$ cat src/rtl/pc_pkg.sv
// Shared types and constants for the pc_counter16 program counter.
package pc_pkg;

    typedef logic [15:0] addr_t;

    localparam addr_t PC_RESET_ADDR = 16'h0000;

    typedef enum logic [2:0] {
        NXT_HOLD,
        NXT_INC,
        NXT_LOAD,
        NXT_CALL,
        NXT_RET
    } nxt_sel_e;

endpackage

$ cat src/rtl/Inc16.sv
// Hack-style 16-bit incrementer: out = in + 1, wrapping at 0xFFFF.
module Inc16 (
    input  logic [15:0] in,
    output logic [15:0] out
);
    assign out = in + 16'd1;
endmodule

$ cat src/rtl/pc_ret_stack.sv
// Hardware return-address stack: DEPTH x 16 entries with empty/full flags
// and a sticky overflow/underflow error flag; synchronous active-high reset.
module pc_ret_stack
    import pc_pkg::*;
#(
    parameter int DEPTH = 8
) (
    input  logic  clk_i,
    input  logic  reset_i,
    input  logic  push_i,
    input  logic  pop_i,
    input  addr_t push_data_i,
    output addr_t top_o,
    output logic  empty_o,
    output logic  full_o,
    output logic  err_o
);
    localparam int IW = $clog2(DEPTH);
    localparam int PW = IW + 1;
    localparam logic [PW-1:0] PTR_FULL = PW'(DEPTH);

    addr_t         mem_q [DEPTH];
    logic [PW-1:0] ptr_q, ptr_d;
    logic          empty_q, empty_d;
    logic          full_q, full_d;
    logic          err_q, err_d;
    logic          do_push;
    logic [IW-1:0] top_idx;

    // Pop has priority; a pop on empty or a push on full only raises err.
    always_comb begin
        ptr_d   = ptr_q;
        err_d   = err_q;
        do_push = 1'b0;
        if (pop_i) begin
            if (empty_q) err_d = 1'b1;
            else         ptr_d = ptr_q - PW'(1);
        end else if (push_i) begin
            if (full_q) begin
                err_d = 1'b1;
            end else begin
                do_push = 1'b1;
                ptr_d   = ptr_q + PW'(1);
            end
        end
        empty_d = (ptr_d == '0);
        full_d  = (ptr_d == PTR_FULL);
    end

    always_ff @(posedge clk_i) begin
        if (reset_i) begin
            ptr_q   <= '0;
            empty_q <= 1'b1;
            full_q  <= 1'b0;
            err_q   <= 1'b0;
        end else begin
            ptr_q   <= ptr_d;
            empty_q <= empty_d;
            full_q  <= full_d;
            err_q   <= err_d;
        end
    end

    // Entry storage needs no reset: the pointer alone defines validity.
    always_ff @(posedge clk_i) begin
        if (!reset_i && do_push) mem_q[ptr_q[IW-1:0]] <= push_data_i;
    end

    assign top_idx = ptr_q[IW-1:0] - IW'(1);
    assign top_o   = mem_q[top_idx];
    assign empty_o = empty_q;
    assign full_o  = full_q;
    assign err_o   = err_q;

endmodule

$ cat src/rtl/pc_counter16.sv
// Hack-style 16-bit program counter; the return-address stack and call/ret
// behaviour are built only when PC_CALL_STACK_EN is defined.
module pc_counter16
    import pc_pkg::*;
#(
    parameter int DEPTH = 8
) (
    input  logic        clk_i,
    input  logic        reset_i,
    input  logic [15:0] in_i,
    input  logic        load_i,
    input  logic        inc_i,
    input  logic        stall_i,
    input  logic        call_i,
    input  logic        ret_i,
    output logic [15:0] out_o,
    output logic        stk_empty_o,
    output logic        stk_full_o,
    output logic        stk_err_o
);
    addr_t    pc_q, pc_d;
    addr_t    pc_inc;
    nxt_sel_e sel;
    addr_t    stk_top;
    logic     stk_empty, stk_full, stk_err;

    // Single incrementer shared by the inc path and the call return address.
    Inc16 u_inc (
        .in  (pc_q),
        .out (pc_inc)
    );

    always_comb begin
        sel = NXT_HOLD;
        if (stall_i)     sel = NXT_HOLD;
`ifdef PC_CALL_STACK_EN
        else if (ret_i)  sel = NXT_RET;
        else if (call_i) sel = NXT_CALL;
`else
        else if (call_i) sel = NXT_LOAD;
`endif
        else if (load_i) sel = NXT_LOAD;
        else if (inc_i)  sel = NXT_INC;
    end

    always_comb begin
        pc_d = pc_q;
        case (sel)
            NXT_INC:  pc_d = pc_inc;
            NXT_LOAD: pc_d = in_i;
            NXT_CALL: pc_d = in_i;
            NXT_RET:  pc_d = stk_empty ? pc_q : stk_top;
            default:  pc_d = pc_q;
        endcase
    end

    always_ff @(posedge clk_i) begin
        if (reset_i) pc_q <= PC_RESET_ADDR;
        else         pc_q <= pc_d;
    end

`ifdef PC_CALL_STACK_EN
    pc_ret_stack #(
        .DEPTH (DEPTH)
    ) u_stack (
        .clk_i       (clk_i),
        .reset_i     (reset_i),
        .push_i      (sel == NXT_CALL),
        .pop_i       (sel == NXT_RET),
        .push_data_i (pc_inc),
        .top_o       (stk_top),
        .empty_o     (stk_empty),
        .full_o      (stk_full),
        .err_o       (stk_err)
    );
`else
    localparam int UNUSED_DEPTH = DEPTH;
    logic unused_ret;
    assign unused_ret = ret_i;
    assign stk_top    = PC_RESET_ADDR;
    assign stk_empty  = 1'b1;
    assign stk_full   = 1'b0;
    assign stk_err    = 1'b0;
`endif

    assign out_o       = pc_q;
    assign stk_empty_o = stk_empty;
    assign stk_full_o  = stk_full;
    assign stk_err_o   = stk_err;

endmodule

$ cat config.mk
export PLATFORM = sky130hd
export DESIGN_NAME = pc_counter16
export DESIGN_NICKNAME = d
export VERILOG_FILES = /design/src/rtl/pc_pkg.sv /design/src/rtl/Inc16.sv /design/src/rtl/pc_ret_stack.sv /design/src/rtl/pc_counter16.sv
export SDC_FILE = /design/constraint.sdc
export NUM_CORES = 1
export LEC_CHECK = 0
export CORE_MARGIN = 3
export CORE_UTILIZATION = 42
export CTS_CLUSTER_SIZE = 28
export DETAILED_ROUTE_END_ITERATION = 8
export PLACE_DENSITY = 0.84
export SETUP_SLACK_MARGIN = 0.2
export SYNTH_ARGS = -nofsm -noshare
export SYNTH_HDL_FRONTEND = slang
export SYNTH_SLANG_ARGS = --single-unit
$ cat constraint.sdc
create_clock -name clk_i -period 1.9 [get_ports clk_i]
set_input_delay 0.19 -clock clk_i [delete_from_list [all_inputs] [get_ports clk_i]]
set_output_delay 0.19 -clock clk_i [all_outputs]
set_load 0.005 [all_outputs]
== After elaboration in Yosys (flattened, before gate mapping) ==
Index checks and enable logic that the tools add are counted.

* Bits in registers: 16
* Bits in latches: 0
* RAM bits: 0
* Bits in read-only memories: 0
* Input bits: 23
* Output and inout bits: 19
* Memories kept: 0

* Add/sub/neg operators: 1
* $mul: 0
* Divide/modulo/power cells: 0
* Magnitude comparators: 0
* Equality and inequality tests: 3
* Shifts and indexed selects: 0
* Muxes and demuxes: 5
* Bitwise gates (word level): 0
* Reduce and logical (&&, ||, !) cells: 2

{| class="wikitable"
|+ Operator list
! kind !! number
|-
| $pmux 16 s2 || 1
|-
| $add 16x1->16 const B || 1
|-
| $eq 3x2->1 const B || 2
|-
| $mux 2 || 2
|-
| $eq 3x1->1 const B || 1
|-
| $mux 3 || 1
|-
| $reduce_bool 2->1 || 1
|-
| $reduce_or 2->1 || 1
|-
| $mux 1 || 1
|}

== Longest topological paths before layout ==
Gate-level depths: netlist of the first run.

* Depth after elaboration: 7
* Gate-level depth with buffers: 5
* Mapped depth without buffers: 5

== Cells and area by module ==
From an unflattened synthesis of the first run, not the netlist that was laid out.

* Cells, all modules: 159
* Area total of the unflattened synthesis: 1,400.1 sq um

{| class="wikitable"
|+ By module, submodules not included
! module !! times used !! cells each !! area each (sq um) !! sequential area each (sq um)
|-
| pc_counter16 || 1 || 116 || 1,102.3 || 320.3
|-
| Inc16 || 1 || 43 || 297.8 || 0.0
|}

== Worst setup path after synthesis of the first run ==
Ideal clock, no wire load.

* Kind: register to register
* Start point: reg pc_q[3] (netlist: out_o[3])
* End point: reg pc_q[11] (netlist: out_o[11])
* Library setup time: 0.120 ns
* Arrival time: 1.363 ns
* Data required time: 1.780 ns
* Setup slack: 0.418 ns
* Cell stages (with the launch flop): 5
* Cell sequence: dfxtp_1 > nand4_1 > nor4_1 > and4bb_2 > a211o_1

* Word-level cells in the longest chain between the ends: 2

{| class="wikitable"
|+ RTL lines
! element !! line !! text
|-
| start: declaration || pc_counter16.sv:21 || <nowiki>addr_t pc_q, pc_d;</nowiki>
|-
| start signal: assignment || pc_counter16.sv:59 || <nowiki>else pc_q <= pc_d;</nowiki>
|-
| $add 16x1->16 || Inc16.sv:6 || <nowiki>assign out = in + 16'd1;</nowiki>
|-
| $pmux 16 s2 || pc_counter16.sv:48 || <nowiki>case (sel)</nowiki>
|}

No other way between the ends.
A chain may end at the register's enable or synchronous reset.

== Worst setup path in the final report of the first run ==
* Start point: reg pc_q[4] (netlist: out_o[4])
* End point: reg pc_q[12] (netlist: out_o[12])

Same word-level chain as after synthesis.

==> summary.txt, run 1 <==
Remaining antenna violation count -> 0
Synth cell types -> 42
Bufs and invs on worst path -> 1
Number of hold violations in the final report -> 0
Slew @ Worst Pin -> 0.490 ns
Seq cells post-synth -> 16
Hpwl dp -> 2110 um
Max Slew Vio Count -> 0
R2R Setup Slk -> 0.25 ns
Unrepaired setup endpoints after global routing -> true
Reg area -> 323 um2
CTS clk-pin slew, worst paths -> 0.10 ns
WHS -> 0.492 ns
Max reg flops -> 16
Setup_tns -> 0 ns
Multi-input gate area -> 659 um2
Global-route wire length before repair -> 4550 um
GRT Util Overall -> 0.183
I/O Pins -> 42
P_leak -> 0.000560 uW
Largest net degree at the start of global routing -> 15
Post-synth EDFFs -> 0
Longest Clk Path Bufs -> 2
Final wirelength -> 2800 um
Clock skew -> 0.00775 ns
Syn. warnings -> 0
Non-filler cells, final -> 193
CP Class -> reg -> reg
Slowest CP cell -> dfxtp_1
Area growth syn-to-layout -> 46.6%
Initial antenna violation count -> 0
First-pass DRT Iterations -> 4
GR Overflow Total -> 0
Final #Nets -> 190
Die H -> 55.3 um
Total CTS buffers -> 3
Fin util -> 0.663
WL per Instance -> 14.5 um
R2R cell count -> 5
Vias/cell -> 5.66
Startpoint types -> flip-flop
Vias in the first global route -> 1033
Worst r2r src -> out_o[4]
Initial Utilization -> 0.452
Clock tree from TritonCTS -> yes
Max Cap Viol -> 0
Syn Area/Cell -> 8.36 um2
Worst Setup EP -> out_o[12]
Die area -> 0.00306 mm2
CTS H-tree depth -> 1
Setup crit end kind -> flip-flop
Critical Path RT -> 2.10 ns
Ratio of final minimum period to clock period -> 0.870
Synthesized area -> 0.00102 mm2
CTS Sinks -> 16
Fraction of registers with async set or reset after synthesis -> 0
# DRC -> 0
Fillers -> 201
Power density cells -> 552 mW/mm2
Reg2reg end -> out_o[12]
Initial DRC count -> 22
Share of layout cells above drive strength 1 -> 0.145
Core Rows -> 17
Cell Chain, Critical Path -> nand4_1 > buf_4 > nor4_2 > and4bb_2 > a211o_1
Fin crit period -> 1.65 ns
Skew-Pair Late Insertion Delay -> 0.30 ns
CTS Root Cell -> clkbuf_4
Peak supply drop -> 413 uV
CTS Hold Bufs -> 0
Placed Cells -> 188
Status -> finished, final reports clean
Delay-heaviest family, CP -> simple AND/OR/NAND/NOR gates
Setup violations, final -> 0
Port Buf Inserts -> 37
Chip width -> 55.3 um
CP startpoint -> out_o[4]
Crit path max fanout -> 6
Synth Flop Type -> dfxtp_1
Critical path depth -> 5
Fmax -> 605 MHz
RePlAce Congestion -> 0.914
Max_slew headroom -> 0.670
Antenna diodes -> 0
Post-synthesis cell count -> 122
Signal arrival time at the worst endpoint -> 1.85 ns
Worst hold path class -> in -> reg
Seq/Total Area, Yosys -> 0.314
CORE AREA -> 0.00225 mm2
DR vias -> 1093
Max incr delay on CP -> 0.44 ns
kinds of logic (layout without fill, tap and decap cells):
family                   after synthesis  after routing  synth area share
AO/OA/AOI/OAI                         39             39             0.234
adder cells (fa/ha/maj)                1              1            0.0123
buffers and inverters                 10             52            0.0675
other                                  2              3           0.00736
multiplexers                           1              1           0.00982
AND/OR/NAND/NOR                       44             44             0.277
flip-flops                            16             16             0.314
XOR/XNOR                               9              9            0.0773
per-layer routing:
metal / track usage / up-vias / routed length (um)
met2: 0.328 / 39 / 1390
met1: 0.209 / 505 / 1170
li1: - / 544 / -
met5: 0 / - / 0
met4: 0.0590 / 0 / 38
met3: 0.0467 / 5 / 197
cell usage in the layout, fill, tap and decap left out, types with 2 or more instances in the layout:
master / synthesis / layout
o21ai_0: 15 / 15
and4bb_2: 2 / 2
xor2_1: 8 / 8
and4b_1: 2 / 2
nor3b_1: 2 / 2
a211o_1: 2 / 2
a211oi_1: 2 / 2
nand3_1: 4 / 4
clkdlybuf4s50_1: 0 / 37
buf_4: 3 / 8
inv_1: 3 / 3
dfxtp_2: 0 / 2
or4_1: 2 / 2
and2_1: 2 / 2
a32o_1: 2 / 2
nor2_1: 6 / 6
nand4_1: 8 / 8
clkbuf_4: 0 / 3
dfxtp_1: 16 / 14
nand2_1: 6 / 6
conb_1: 2 / 3
a21oi_1: 11 / 10
worst min path at each step:
stage | from | end | cells after the start
after floorplan | in_i[1] | out_o[1] | 2
after CTS | in_i[1] | out_o[1] | 3
after global routing | in_i[1] | out_o[1] | 3
after detailed placement | out_o[14] | out_o[14] | 2
after global placement | out_o[14] | out_o[14] | 2
final | in_i[1] | out_o[1] | 3
Yosys cell counts (2+ instances only):
cell type,number,area share
conb_1,2,0.0074
a21oi_1,11,0.054
a211o_1,2,0.017
dfxtp_1,16,0.31
nor2_1,6,0.022
a32o_1,2,0.020
nand3_1,4,0.020
xor2_1,8,0.069
or4_1,2,0.015
nor4_1,2,0.012
buf_4,3,0.022
and4bb_2,2,0.025
nand2_1,6,0.022
a211oi_1,2,0.015
and2_1,2,0.012
o21ai_0,15,0.074
nor3b_1,2,0.015
inv_1,3,0.011
nand4_1,8,0.049
and4b_1,2,0.020
worst reg2reg max path, cell delays in order (launching register included):
cell      delay, ns
dfxtp_1        0.44
nand4_1        0.13
buf_4          0.18
nor4_2         0.31
and4bb_2       0.28
a211o_1        0.22
repair_timing:
action	4_1_cts	5_1_grt
buffers inserted	0	1
pin swaps	0	1
gates resized for setup	1	5
setup endpoints to repair	1	4
power by group:
part | internal, uW | switching [uW]
clock | 117 | 116
sequential | 360 | 34.2
combinational | 120 | 77.8
total | 597 | 228
final cells by class:
cell class              instances  area share
repair buffers                 45       0.288
inverters                       3     0.00753
flip-flops and latches         16       0.216
well taps                      28      0.0234
clock buffers                   4      0.0243
multi-input cells              97       0.441
metrics by stage:
step           instance area, um2  setup slack (ns)  power [uW]
4_1_cts                      1470             0.189         819
2_1_floorplan                1020             0.418         479
5_1_grt                      1500             0.144         861
3_3_place_gp                 1420            0.0867         587
3_5_place_dp                 1420           -0.0135         594
6_report                     1500             0.247         825
No activity file was read; power rests on OpenSTA's default activity.
==> run 2: changes to the inputs <==
- TNS_END_PERCENT: default -> 10
- clock period: 1.9 -> 1.7 ns (I/O delays scaled with it)
==> summary.txt, run 2 (synthesis gave the netlist of run 1 again) <==
Setup crit end kind -> flip-flop
CTS H-tree depth -> 1
Startpoint types -> flip-flop
Setup violations, final -> 0
DR vias -> 1204
Crit path max fanout -> 4
Placed cell area -> 0.00151 mm2
I/O Pins -> 42
Worst Setup EP -> out_o[12]
Vias/cell -> 5.76
RePlAce Congestion -> 0.904
Max Cap Viol -> 0
Remaining antenna violation count -> 0
Area growth syn-to-layout -> 61.0%
Final #Nets -> 207
Fmax -> 644 MHz
Vias in the first global route -> 1181
Status -> finished, final reports clean
Worst hold path class -> in -> reg
Ratio of final minimum period to clock period -> 0.913
CP startpoint -> out_o[4]
Clock skew -> 0.000895 ns
Max Slew Vio Count -> 0
Skew-Pair Late Insertion Delay -> 0.28 ns
Unrepaired setup endpoints after global routing -> true
Die H -> 55.3 um
Core Rows -> 17
Most common cell after layout, fill and taps aside -> clkdlybuf4s50_1
CTS Root Cell -> clkbuf_4
Initial Utilization -> 0.452
Longest Clk Path Bufs -> 2
Reg2reg end -> out_o[12]
Max reg flops -> 16
Initial antenna violation count -> 0
Final wirelength -> 3220 um
Worst r2r src -> out_o[4]
GR Overflow Total -> 0
Initial DRC count -> 36
P_leak -> 0.000651 uW
Clock tree from TritonCTS -> yes
CTS clk-pin slew, worst paths -> 0.09 ns
Largest net degree at the start of global routing -> 15
WHS -> 0.470 ns
Critical Path RT -> 1.88 ns
Fin crit period -> 1.55 ns
Hpwl dp -> 2300 um
WL per Instance -> 15.4 um
Cell area after layout -> 0.00164 mm2
Peak supply drop -> 504 uV
CTS Sinks -> 16
Port Buf Inserts -> 37
Antenna diodes -> 0
Signal arrival time at the worst endpoint -> 1.73 ns
# DRC -> 0
CP Class -> reg -> reg
Commonest cells after routing, fill and taps aside -> clkdlybuf4s50_1, buf_4, o21ai_0
R2R Setup Slk -> 0.15 ns
First-pass DRT Iterations -> 4
Share of layout cells above drive strength 1 -> 0.254
CORE AREA -> 0.00225 mm2
Power density cells -> 546 mW/mm2
R2R cell count -> 5
Die area -> 0.00306 mm2
Global-route wire length before repair -> 5070 um
Chip width -> 55.3 um
Number of hold violations in the final report -> 0
Total CTS buffers -> 3
GRT Util Overall -> 0.201
Fillers -> 187
[run 2: cell count changes in the layout (fill, tap and decap cells not counted), sizes merged]
cell | previous run | this run
clkbuf | 4 | 3
buf | 8 | 25
[run 2: through the flow]
| stage | setup TNS [ns] | utilization | setup WS, ns | total power (uW) | cells |
|---|---|---|---|---|---|
| final | 0 | 0.728 | 0.147 | 896 | 209 |
| after global routing | 0 | 0.728 | 0.0548 | 938 | 209 |
| after CTS | 0 | 0.698 | 0.156 | 887 | 204 |
| after detailed placement | -0.466 | 0.668 | -0.208 | 689 | 199 |
| after global placement | -0.142 | 0.668 | -0.0543 | 679 | 199 |
| after floorplan | 0 | - | 0.218 | 535 | 123 |
[run 2: worst min-delay path by stage]
stage,startpoint,endpoint,depth (start not counted)
after floorplan,in_i[1],out_o[1],2
after global placement,out_o[14],out_o[14],2
after detailed placement,out_o[14],out_o[14],2
after CTS,in_i[1],out_o[1],3
after global routing,in_i[6],out_o[6],3
final,in_i[6],out_o[6],3
[run 2: metal layers]
metal  GRT usage  routed length (um)  vias up
met1       0.221                1300      568
met2       0.383                1670       56
met3      0.0421                 213        5
li1            -                   -      575
met5           0                   0        -
met4      0.0521                  36        0
[run 2: worst max-delay path: stages, from the launching register on]
cell and delay, ns:
dfxtp_2 0.36, nand4_1 0.14, buf_4 0.18, nor4_4 0.27, and4bb_2 0.27, a211o_1 0.23
[run 2: power by group]
part           total, uW  switching, uW  internal, uW
registers            434           30.4           404
logic                266            109           157
clock network        197            114          82.3
total                896            253           643
[run 2: cell type report]
type | count | area (um2) | area share
repair buffers | 62 | 558 | 0.340
well taps | 28 | 35.0 | 0.0213
inverters | 3 | 11.3 | 0.00686
clock buffers | 3 | 22.5 | 0.0137
multi-input cells | 97 | 688 | 0.419
flip-flops and latches | 16 | 327 | 0.199
[run 2: repair_timing]
item                       in CTS  in global routing
setup endpoints to repair       4                 10
resized for setup               7                  8
setup buffers                   2                  5
hold buffers                    0                  0
pin swaps                       4                  2
cloned                          0                  0
==> run 3: changes to the inputs <==
- SLEW_MARGIN: default -> 25
==> results of run 3 <==
No change in the layout: final DEF, timing and power equal those of run 2.
